--- config.mk ---
export PLATFORM = sky130hd
export DESIGN_NAME = mips_multicycle_control
export DESIGN_NICKNAME = d
export VERILOG_FILES = /design/src/rtl/mips_ctrl_pkg.sv /design/src/rtl/mips_ctrl_outdec.sv /design/src/rtl/mips_multicycle_control.sv
export SDC_FILE = /design/constraint.sdc
export NUM_CORES = 1
export LEC_CHECK = 0
export CAP_MARGIN = 20
export CELL_PAD_IN_SITES_DETAIL_PLACEMENT = 2
export CELL_PAD_IN_SITES_GLOBAL_PLACEMENT = 2
export CORE_ASPECT_RATIO = 1.75
export CORE_MARGIN = 2
export CORE_UTILIZATION = 19
export CTS_CLUSTER_SIZE = 40
export DETAILED_ROUTE_END_ITERATION = 10
export PLACE_DENSITY = 0.85
export SETUP_SLACK_MARGIN = 0.1
export SYNTH_ARGS = -nofsm -noshare
export SYNTH_HDL_FRONTEND = slang
export SYNTH_SLANG_ARGS = --single-unit
--- constraint.sdc ---
create_clock -name clk -period 2.4 [get_ports clk]
set_input_delay 0.48 -clock clk [delete_from_list [all_inputs] [get_ports clk]]
set_output_delay 0.48 -clock clk [all_outputs]
set_load 0.05 [all_outputs]
--- src/rtl/mips_ctrl_pkg.sv ---
// Shared definitions for the multicycle MIPS control path.
// Holds opcode / REGIMM constants, the opALU codes consumed by the
// ALU-control decoder, the main FSM state enum, mux-select constants,
// the control-word struct and small decode helper functions.
package mips_ctrl_pkg;

  // Primary opcodes (IR[31:26])
  localparam logic [5:0] OP_RTYPE  = 6'b000000;
  localparam logic [5:0] OP_REGIMM = 6'b000001;
  localparam logic [5:0] OP_J      = 6'b000010;
  localparam logic [5:0] OP_JAL    = 6'b000011;
  localparam logic [5:0] OP_BEQ    = 6'b000100;
  localparam logic [5:0] OP_ADDI   = 6'b001000;
  localparam logic [5:0] OP_ADDIU  = 6'b001001;
  localparam logic [5:0] OP_SLTI   = 6'b001010;
  localparam logic [5:0] OP_ANDI   = 6'b001100;
  localparam logic [5:0] OP_ORI    = 6'b001101;
  localparam logic [5:0] OP_XORI   = 6'b001110;
  localparam logic [5:0] OP_LUI    = 6'b001111;
  localparam logic [5:0] OP_LW     = 6'b100011;
  localparam logic [5:0] OP_SW     = 6'b101011;

  // REGIMM sub-ops (IR[20:16])
  localparam logic [4:0] RT_BGEZ   = 5'b00001;
  localparam logic [4:0] RT_BGEZAL = 5'b10001;

  // opALU codes shared with the ALU-control decoder
  localparam logic [3:0] ALU_ADD   = 4'b0000;
  localparam logic [3:0] ALU_SUB   = 4'b0001;
  localparam logic [3:0] ALU_AND   = 4'b0010;
  localparam logic [3:0] ALU_OR    = 4'b0100;
  localparam logic [3:0] ALU_XOR   = 4'b0101;
  localparam logic [3:0] ALU_RTYPE = 4'b0110;
  localparam logic [3:0] ALU_BGEZ  = 4'b0111;
  localparam logic [3:0] ALU_ADDU  = 4'b1000;
  localparam logic [3:0] ALU_LUI   = 4'b1001;
  localparam logic [3:0] ALU_SLTI  = 4'b1010;

  // Mux selects
  localparam logic [1:0] PCSRC_ALU    = 2'b00;
  localparam logic [1:0] PCSRC_ALUOUT = 2'b01;
  localparam logic [1:0] PCSRC_JUMP   = 2'b10;
  localparam logic [1:0] SRCB_RT      = 2'b00;
  localparam logic [1:0] SRCB_FOUR    = 2'b01;
  localparam logic [1:0] SRCB_IMM     = 2'b10;
  localparam logic [1:0] SRCB_IMM_SH2 = 2'b11;
  localparam logic [1:0] DST_RT       = 2'b00;
  localparam logic [1:0] DST_RD       = 2'b01;
  localparam logic [1:0] DST_RA       = 2'b10;
  localparam logic [1:0] M2R_ALUOUT   = 2'b00;
  localparam logic [1:0] M2R_MDR      = 2'b01;
  localparam logic [1:0] M2R_PC       = 2'b10;

  typedef enum logic [3:0] {
    S_FETCH    = 4'd0,
    S_DECODE   = 4'd1,
    S_MEM_ADDR = 4'd2,
    S_MEM_RD   = 4'd3,
    S_MEM_WB   = 4'd4,
    S_MEM_WR   = 4'd5,
    S_R_EXEC   = 4'd6,
    S_R_WB     = 4'd7,
    S_I_EXEC   = 4'd8,
    S_I_WB     = 4'd9,
    S_BRANCH   = 4'd10,
    S_JUMP     = 4'd11
  } state_t;

  typedef struct packed {
    logic       mem_read;
    logic       mem_write;
    logic       i_or_d;
    logic       ir_write;
    logic       pc_write;
    logic [1:0] pc_source;
    logic       alu_src_a;
    logic [1:0] alu_src_b;
    logic [3:0] op_alu;
    logic       reg_write;
    logic [1:0] reg_dst;
    logic [1:0] mem_to_reg;
    logic       illegal_op;
  } ctrl_t;

  // R-type funct codes the datapath implements
  function automatic logic funct_legal(input logic [5:0] funct);
    case (funct)
      6'b100000, 6'b100001, 6'b100010, 6'b100011, 6'b100100,
      6'b100101, 6'b100110, 6'b100111, 6'b101010, 6'b001011: funct_legal = 1'b1;
      default: funct_legal = 1'b0;
    endcase
  endfunction

  // DECODE dispatch; S_FETCH doubles as the "unsupported opcode" result
  function automatic state_t decode_next(input logic [5:0] opcode, input logic [4:0] rt);
    case (opcode)
      OP_LW, OP_SW: decode_next = S_MEM_ADDR;
      OP_RTYPE:     decode_next = S_R_EXEC;
      OP_BEQ:       decode_next = S_BRANCH;
      OP_REGIMM: begin
        if ((rt == RT_BGEZ) || (rt == RT_BGEZAL)) begin
          decode_next = S_BRANCH;
        end else begin
          decode_next = S_FETCH;
        end
      end
      OP_J, OP_JAL: decode_next = S_JUMP;
      OP_ADDI, OP_ADDIU, OP_ANDI, OP_ORI, OP_XORI, OP_SLTI, OP_LUI:
                    decode_next = S_I_EXEC;
      default:      decode_next = S_FETCH;
    endcase
  endfunction

  // opALU for the immediate-arithmetic group
  function automatic logic [3:0] iexec_op(input logic [5:0] opcode);
    case (opcode)
      OP_ADDI:  iexec_op = ALU_ADD;
      OP_ADDIU: iexec_op = ALU_ADDU;
      OP_ANDI:  iexec_op = ALU_AND;
      OP_ORI:   iexec_op = ALU_OR;
      OP_XORI:  iexec_op = ALU_XOR;
      OP_SLTI:  iexec_op = ALU_SLTI;
      OP_LUI:   iexec_op = ALU_LUI;
      default:  iexec_op = ALU_ADD;
    endcase
  endfunction

endpackage

--- src/rtl/mips_ctrl_outdec.sv ---
// Combinational control-word decoder for the multicycle MIPS FSM.
// Inputs : i_state (current FSM state), i_opcode/i_funct/i_rt (IR fields),
//          i_alu_zero/i_alu_sign (branch resolution), i_mem_ready.
// Output : o_ctrl, the full datapath control word for this cycle.
// Everything is a Moore decode of the state except ir_write/pc_write in
// FETCH (qualified by mem_ready) and the resolved branch pc_write.
module mips_ctrl_outdec
  import mips_ctrl_pkg::*;
(
  input  state_t     i_state,
  input  logic [5:0] i_opcode,
  input  logic [5:0] i_funct,
  input  logic [4:0] i_rt,
  input  logic       i_alu_zero,
  input  logic       i_alu_sign,
  input  logic       i_mem_ready,
  output ctrl_t      o_ctrl
);

  // Decode state (plus IR fields where the spec needs them) into the control word
  always_comb begin
    o_ctrl = '0;
    case (i_state)
      S_FETCH: begin
        o_ctrl.mem_read  = 1'b1;
        o_ctrl.alu_src_b = SRCB_FOUR;
        o_ctrl.op_alu    = ALU_ADD;
        o_ctrl.pc_source = PCSRC_ALU;
        o_ctrl.ir_write  = i_mem_ready;
        o_ctrl.pc_write  = i_mem_ready;
      end
      S_DECODE: begin
        // Branch target precomputed into ALUOut
        o_ctrl.alu_src_b  = SRCB_IMM_SH2;
        o_ctrl.op_alu     = ALU_ADD;
        o_ctrl.illegal_op = (decode_next(i_opcode, i_rt) == S_FETCH);
      end
      S_MEM_ADDR: begin
        o_ctrl.alu_src_a = 1'b1;
        o_ctrl.alu_src_b = SRCB_IMM;
        o_ctrl.op_alu    = ALU_ADD;
      end
      S_MEM_RD: begin
        o_ctrl.mem_read = 1'b1;
        o_ctrl.i_or_d   = 1'b1;
      end
      S_MEM_WB: begin
        o_ctrl.reg_write  = 1'b1;
        o_ctrl.reg_dst    = DST_RT;
        o_ctrl.mem_to_reg = M2R_MDR;
      end
      S_MEM_WR: begin
        o_ctrl.mem_write = 1'b1;
        o_ctrl.i_or_d    = 1'b1;
      end
      S_R_EXEC: begin
        o_ctrl.alu_src_a  = 1'b1;
        o_ctrl.alu_src_b  = SRCB_RT;
        o_ctrl.op_alu     = ALU_RTYPE;
        o_ctrl.illegal_op = ~funct_legal(i_funct);
      end
      S_R_WB: begin
        o_ctrl.reg_write  = 1'b1;
        o_ctrl.reg_dst    = DST_RD;
        o_ctrl.mem_to_reg = M2R_ALUOUT;
      end
      S_I_EXEC: begin
        o_ctrl.alu_src_a = 1'b1;
        o_ctrl.alu_src_b = SRCB_IMM;
        o_ctrl.op_alu    = iexec_op(i_opcode);
      end
      S_I_WB: begin
        o_ctrl.reg_write  = 1'b1;
        o_ctrl.reg_dst    = DST_RT;
        o_ctrl.mem_to_reg = M2R_ALUOUT;
      end
      S_BRANCH: begin
        o_ctrl.alu_src_a = 1'b1;
        o_ctrl.alu_src_b = SRCB_RT;
        o_ctrl.pc_source = PCSRC_ALUOUT;
        if (i_opcode == OP_BEQ) begin
          o_ctrl.op_alu   = ALU_SUB;
          o_ctrl.pc_write = i_alu_zero;
        end else begin
          o_ctrl.op_alu   = ALU_BGEZ;
          o_ctrl.pc_write = ~i_alu_sign;
        end
        // bgezal links whether or not the branch is taken
        if ((i_opcode == OP_REGIMM) && (i_rt == RT_BGEZAL)) begin
          o_ctrl.reg_write  = 1'b1;
          o_ctrl.reg_dst    = DST_RA;
          o_ctrl.mem_to_reg = M2R_PC;
        end else begin
          o_ctrl.reg_write  = 1'b0;
        end
      end
      S_JUMP: begin
        o_ctrl.pc_write  = 1'b1;
        o_ctrl.pc_source = PCSRC_JUMP;
        if (i_opcode == OP_JAL) begin
          o_ctrl.reg_write  = 1'b1;
          o_ctrl.reg_dst    = DST_RA;
          o_ctrl.mem_to_reg = M2R_PC;
        end else begin
          o_ctrl.reg_write  = 1'b0;
        end
      end
      default: begin
        o_ctrl = '0;
      end
    endcase
  end

endmodule

--- src/rtl/mips_multicycle_control.sv ---
// Main control FSM of the multicycle MIPS core.
// Ports: clk/rst_n (async active-low reset); IR fields opcode, funct, rt;
// ALU flags alu_zero/alu_sign; mem_ready handshake. Outputs are the
// datapath control word (memory requests, IR/PC/register enables, mux
// selects, op_alu), the illegal_op pulse and state_dbg.
// The state register and next-state logic live here; the control word
// comes from mips_ctrl_outdec.
module mips_multicycle_control #(
  parameter int OPALU_W = 4,
  parameter int STATE_W = 4
) (
  input  logic               clk,
  input  logic               rst_n,
  input  logic [5:0]         opcode,
  input  logic [5:0]         funct,
  input  logic [4:0]         rt,
  input  logic               alu_zero,
  input  logic               alu_sign,
  input  logic               mem_ready,
  output logic               mem_read,
  output logic               mem_write,
  output logic               i_or_d,
  output logic               ir_write,
  output logic               pc_write,
  output logic [1:0]         pc_source,
  output logic               alu_src_a,
  output logic [1:0]         alu_src_b,
  output logic [OPALU_W-1:0] op_alu,
  output logic               reg_write,
  output logic [1:0]         reg_dst,
  output logic [1:0]         mem_to_reg,
  output logic               illegal_op,
  output logic [STATE_W-1:0] state_dbg
);
  import mips_ctrl_pkg::*;

  state_t r_state;
  state_t w_next;
  ctrl_t  w_ctrl;

  // State register; reset forces FETCH immediately
  always_ff @(posedge clk or negedge rst_n) begin
    if (!rst_n) begin
      r_state <= S_FETCH;
    end else begin
      r_state <= w_next;
    end
  end

  // Next-state logic; illegal opcode/funct and unreachable codes go to FETCH
  always_comb begin
    w_next = S_FETCH;
    case (r_state)
      S_FETCH:    w_next = mem_ready ? S_DECODE : S_FETCH;
      S_DECODE:   w_next = decode_next(opcode, rt);
      S_MEM_ADDR: w_next = (opcode == OP_SW) ? S_MEM_WR : S_MEM_RD;
      S_MEM_RD:   w_next = mem_ready ? S_MEM_WB : S_MEM_RD;
      S_MEM_WB:   w_next = S_FETCH;
      S_MEM_WR:   w_next = mem_ready ? S_FETCH : S_MEM_WR;
      S_R_EXEC:   w_next = funct_legal(funct) ? S_R_WB : S_FETCH;
      S_R_WB:     w_next = S_FETCH;
      S_I_EXEC:   w_next = S_I_WB;
      S_I_WB:     w_next = S_FETCH;
      S_BRANCH:   w_next = S_FETCH;
      S_JUMP:     w_next = S_FETCH;
      default:    w_next = S_FETCH;
    endcase
  end

  mips_ctrl_outdec u_outdec (
    .i_state     (r_state),
    .i_opcode    (opcode),
    .i_funct     (funct),
    .i_rt        (rt),
    .i_alu_zero  (alu_zero),
    .i_alu_sign  (alu_sign),
    .i_mem_ready (mem_ready),
    .o_ctrl      (w_ctrl)
  );

  assign mem_read   = w_ctrl.mem_read;
  assign mem_write  = w_ctrl.mem_write;
  assign i_or_d     = w_ctrl.i_or_d;
  // Architectural writes are blocked while reset is held, even if mem_ready is high
  assign ir_write   = w_ctrl.ir_write  & rst_n;
  assign pc_write   = w_ctrl.pc_write  & rst_n;
  assign reg_write  = w_ctrl.reg_write & rst_n;
  assign pc_source  = w_ctrl.pc_source;
  assign alu_src_a  = w_ctrl.alu_src_a;
  assign alu_src_b  = w_ctrl.alu_src_b;
  assign op_alu     = OPALU_W'(w_ctrl.op_alu);
  assign reg_dst    = w_ctrl.reg_dst;
  assign mem_to_reg = w_ctrl.mem_to_reg;
  assign illegal_op = w_ctrl.illegal_op;
  assign state_dbg  = STATE_W'(r_state);

endmodule

==> results list <==
- The number of hold violations in the final report is 0.
- CTS saw 4 sinks.
- Critical path's most frequent cell: sky130_fd_sc_hd__buf_6
* Most Used Layer, Global Route: met2
* Leading post-synthesis cells by cell area: sky130_fd_sc_hd__dfrtp_1 13%, sky130_fd_sc_hd__nor2_1 7.1%, sky130_fd_sc_hd__o32ai_1 4.4%, sky130_fd_sc_hd__xnor2_1 4.4%, sky130_fd_sc_hd__nand2b_1 3.9%
- Worst-path fanout max: 7
- Nets: between 200 and 250
* Global-route wire length before repair: 8090 µm
- Counting every net in the synthesized netlist gives about 140.
- Post-route fraction of the period consumed by the critical path: 1.01
- Leakage power: around 0.84 nW
* GR Layer Usage met3: 0.0265
- TritonCTS clock tree: yes
- In this run, post-CTS hold repair placed 0 buffers.
* Number of max-cap violations: 0
* Worst r2r src: state_dbg[2]
- Die footprint: approximately 4700 µm²
- Number of library cell types mapped by synthesis: 47
- For this run, the leading register cell type out of synthesis is sky130_fd_sc_hd__dfrtp_1.
- Clock input transition at the sequential cells of the worst setup and hold paths: 0.04 ns
- Post-Route WL: 6790 µm
* Post-synthesis sequential area ratio: 0.126
- Average size of a mapped cell: 7.04 µm²
- Static timing analysis puts the maximum clock frequency at between 0.4 and 0.5 GHz.
- I/O pins: 46
- Before CTS, the worst setup slack after placement is -0.478 ns.
- Port bufs: 45
* Pin count of the biggest net entering global routing: 14
* Post-detailed-route DRC marker count: 0
- The run finished, with violations left.
- Row generation in the floorplan step produced 31 rows.
* Flop and latch count out of synthesis: 4
- Setup slack on the worst flop-to-flop path: 0.79 ns
- Share of final-layout standard cells stronger than drive strength 1: 0.640
- Number of nets with antenna violations after routing: 0
* Post-synthesis instance area: 796 µm²
* Maximum level of the CTS H-tree: 1
- Buffers from clock root to sink, at most: 2
- After routing the design area is roughly 2100 µm².
- Vertical die dimension: 89.6 µm
- Detailed placement finished with a half-perimeter wire length of 3870 µm.
- In this run the standard cell core region covers 4070 µm².
- Number of max-slew violations in the final report: 0
- Setup violations, final: 3
- Once routing completed, OpenROAD measured the worst setup slack at -0.0263 ns.
- Startpoint-to-endpoint class of the critical path: reg -> out
- The endpoint identified for the worst register-to-register timing path is state_dbg[2].
- The initial antenna violation count came to 0.
- For met2 alone, demand over resource in global routing was 0.475.
- Clock latency on the worst-skew pair: 0.24 ns
* Ordered list of cells on the worst path: inv_1 -> nor2_2 -> nand4_1 -> buf_6 -> o31ai_4 -> buf_6
- Tracing the worst setup path back leads to its startpoint at state_dbg[3].
- Critical path's slowest cell: sky130_fd_sc_hd__dfrtp_2
* Vias in the first global route: 1454
* Horizontal extent of the die: 52.9 µm
- Counting every instance in the synthesized netlist gives 113.
- Asr flop ratio synth: 1.00
* Register-to-Register Path Depth: 4
- Setup repair after global routing could not meet its margin everywhere.
- Power spread over the standard cell area amounts to around 1200 nW/µm².
* CTS root buffer: sky130_fd_sc_hd__clkbuf_8
- Critical path destination: op_alu[1]
* IR drop worst, VDD: 0.00129 V
- Vias post-DR: 1354
- Worst max-slew margin expressed relative to the limit: 0.639
* Number of clock buffers inserted by TritonCTS: 3
- Overall global routing resource usage: 0.243
- The register with the most flip-flops in the layout has 4 of them.
* Req. time, crit path: 1.92 ns
- Placer Congestion: 0.890
- Number of diodes: 0
- The path class of the tightest hold or removal check is in -> async.
- Area delta synth->final: 161%
- For this configuration, the core starts out at a cell density of 0.195.
- Yosys mapped a number of flops with a built-in enable equal to 0.
- The clock arrives with 0.00577 ns of skew.
- For met1 alone, demand over resource in global routing was 0.243.
- At the pin with the least slew margin, the transition time is about 0.54 ns.
- The total overflow left after global routing is 0.
- Using the TritonRoute via totals, the vias-per-cell ratio works out to 5.37.
- The final reports fail on setup timing.
- The synthesized design spends more area on one cell type than any other, namely sky130_fd_sc_hd__dfrtp_1.
* Area share of the largest cell type after synthesis: 0.126
- Instance area after placement: 1690 µm²
- STA puts the critical path data arrival time at 1.95 ns.
- During synthesis, Yosys emitted a total of 0 warnings.
- Iteration-0 DRC count of the detailed router: 28
- For this run, the detailed router's first-pass iteration total came to 4.
* Slowest cell delay on critical path: 0.45 ns
- Type of destination of the critical path: output pin
* Shortest clock period the worst path allows after layout: 2.43 ns
* Routed wire per std cell: 27.0 µm
* CP startpoint kind: flip-flop
[power breakdown]
| part | internal [mW] | switching, mW | total [mW] |
|---|---|---|---|
| Sequential | 0.106 | 0.0720 | 0.177 |
| Clock | 0.108 | 0.0503 | 0.159 |
| Combinational | 0.853 | 1.27 | 2.13 |
[stage by stage]
stage	hold slack (ns)	instances	utilization	setup TNS (ns)	power (mW)
after global routing	0.660	252	0.510	-0.151	2.54
after floorplan	0.184	113	-	-0.143	1.26
after global placement	0.597	228	0.416	-1.95	1.89
final	0.653	252	0.510	-0.0639	2.46
after CTS	0.615	240	0.467	0	2.20
after detailed placement	0.616	228	0.416	-2.87	1.93
[layer usage]
metal	routed length [µm]	part of all wire	up-vias
li1	-	-	608
met1	2300	0.34	682
met2	4030	0.59	43
met3	151	0.022	21
met4	322	0.047	0
met5	0	0	-
[critical path: cells and delay by family (launching register included)]
family / cells / cell delay [ns]
AO/OA/AOI/OAI: 1 / 0.23
buffers and inverters: 3 / 0.56
flip-flops: 1 / 0.45
AND/OR/NAND/NOR: 2 / 0.46
[worst min path at each step]
stage / slack (ns) / startpoint / end
floorplan: 0.18 / rst_n / state_dbg[0]
global route: 0.66 / rst_n / state_dbg[1]
finish: 0.65 / rst_n / state_dbg[1]
global placement: 0.60 / state_dbg[2] / state_dbg[3]
CTS: 0.61 / rst_n / state_dbg[1]
detailed placement: 0.62 / state_dbg[2] / state_dbg[3]
[Yosys cell counts (3+ instances only)]
library cell / n
sky130_fd_sc_hd__o32ai_1: 4
sky130_fd_sc_hd__clkbuf_1: 3
sky130_fd_sc_hd__nand2b_1: 5
sky130_fd_sc_hd__a21oi_1: 5
sky130_fd_sc_hd__buf_2: 3
sky130_fd_sc_hd__nor3_1: 6
sky130_fd_sc_hd__nand2_1: 5
sky130_fd_sc_hd__nor2_1: 15
sky130_fd_sc_hd__dfrtp_1: 4
sky130_fd_sc_hd__nor2b_1: 4
sky130_fd_sc_hd__xnor2_1: 4
sky130_fd_sc_hd__inv_1: 6
[cells in the final DEF, fill, tap and decap left out, types with 3 or more instances in the layout]
cell type | Yosys | layout
sky130_fd_sc_hd__nor2_2 | 0 | 3
sky130_fd_sc_hd__buf_6 | 1 | 13
sky130_fd_sc_hd__xnor2_1 | 4 | 4
sky130_fd_sc_hd__clkbuf_2 | 0 | 4
sky130_fd_sc_hd__inv_1 | 6 | 6
sky130_fd_sc_hd__nand2b_1 | 5 | 4
sky130_fd_sc_hd__buf_12 | 0 | 11
sky130_fd_sc_hd__buf_4 | 1 | 50
sky130_fd_sc_hd__nand2_1 | 5 | 5
sky130_fd_sc_hd__nor2_4 | 0 | 4
sky130_fd_sc_hd__dfrtp_2 | 0 | 4
sky130_fd_sc_hd__clkdlybuf4s50_1 | 0 | 14
sky130_fd_sc_hd__nor2_1 | 15 | 8
sky130_fd_sc_hd__buf_2 | 3 | 3
sky130_fd_sc_hd__clkbuf_8 | 0 | 3
[timing repair]
item	in CTS	in global routing
setup endpoints to repair	9	9
buffers inserted	9	12
pin swaps	14	12
gates resized for setup	60	31
gates cloned	0	0
[kinds of logic after synthesis]
| group | count (synthesis) | synth area share |
|---|---|---|
| AND/OR/NAND/NOR | 54 | 0.403 |
| flip-flops | 4 | 0.126 |
| multiplexers | 2 | 0.0252 |
| buffers and inverters | 16 | 0.0943 |
| XOR/XNOR | 4 | 0.0440 |
| AO/OA/AOI/OAI | 33 | 0.308 |
[area by class of cell]
cell class	count	area [µm²]
tap	49	61.3
clock buffer	3	41.3
fill	423	1990
sequential	4	105
multi-input combinational	93	911
timing repair buffer	97	937
inverter	6	22.5
Power figures use the tool's default switching activity.
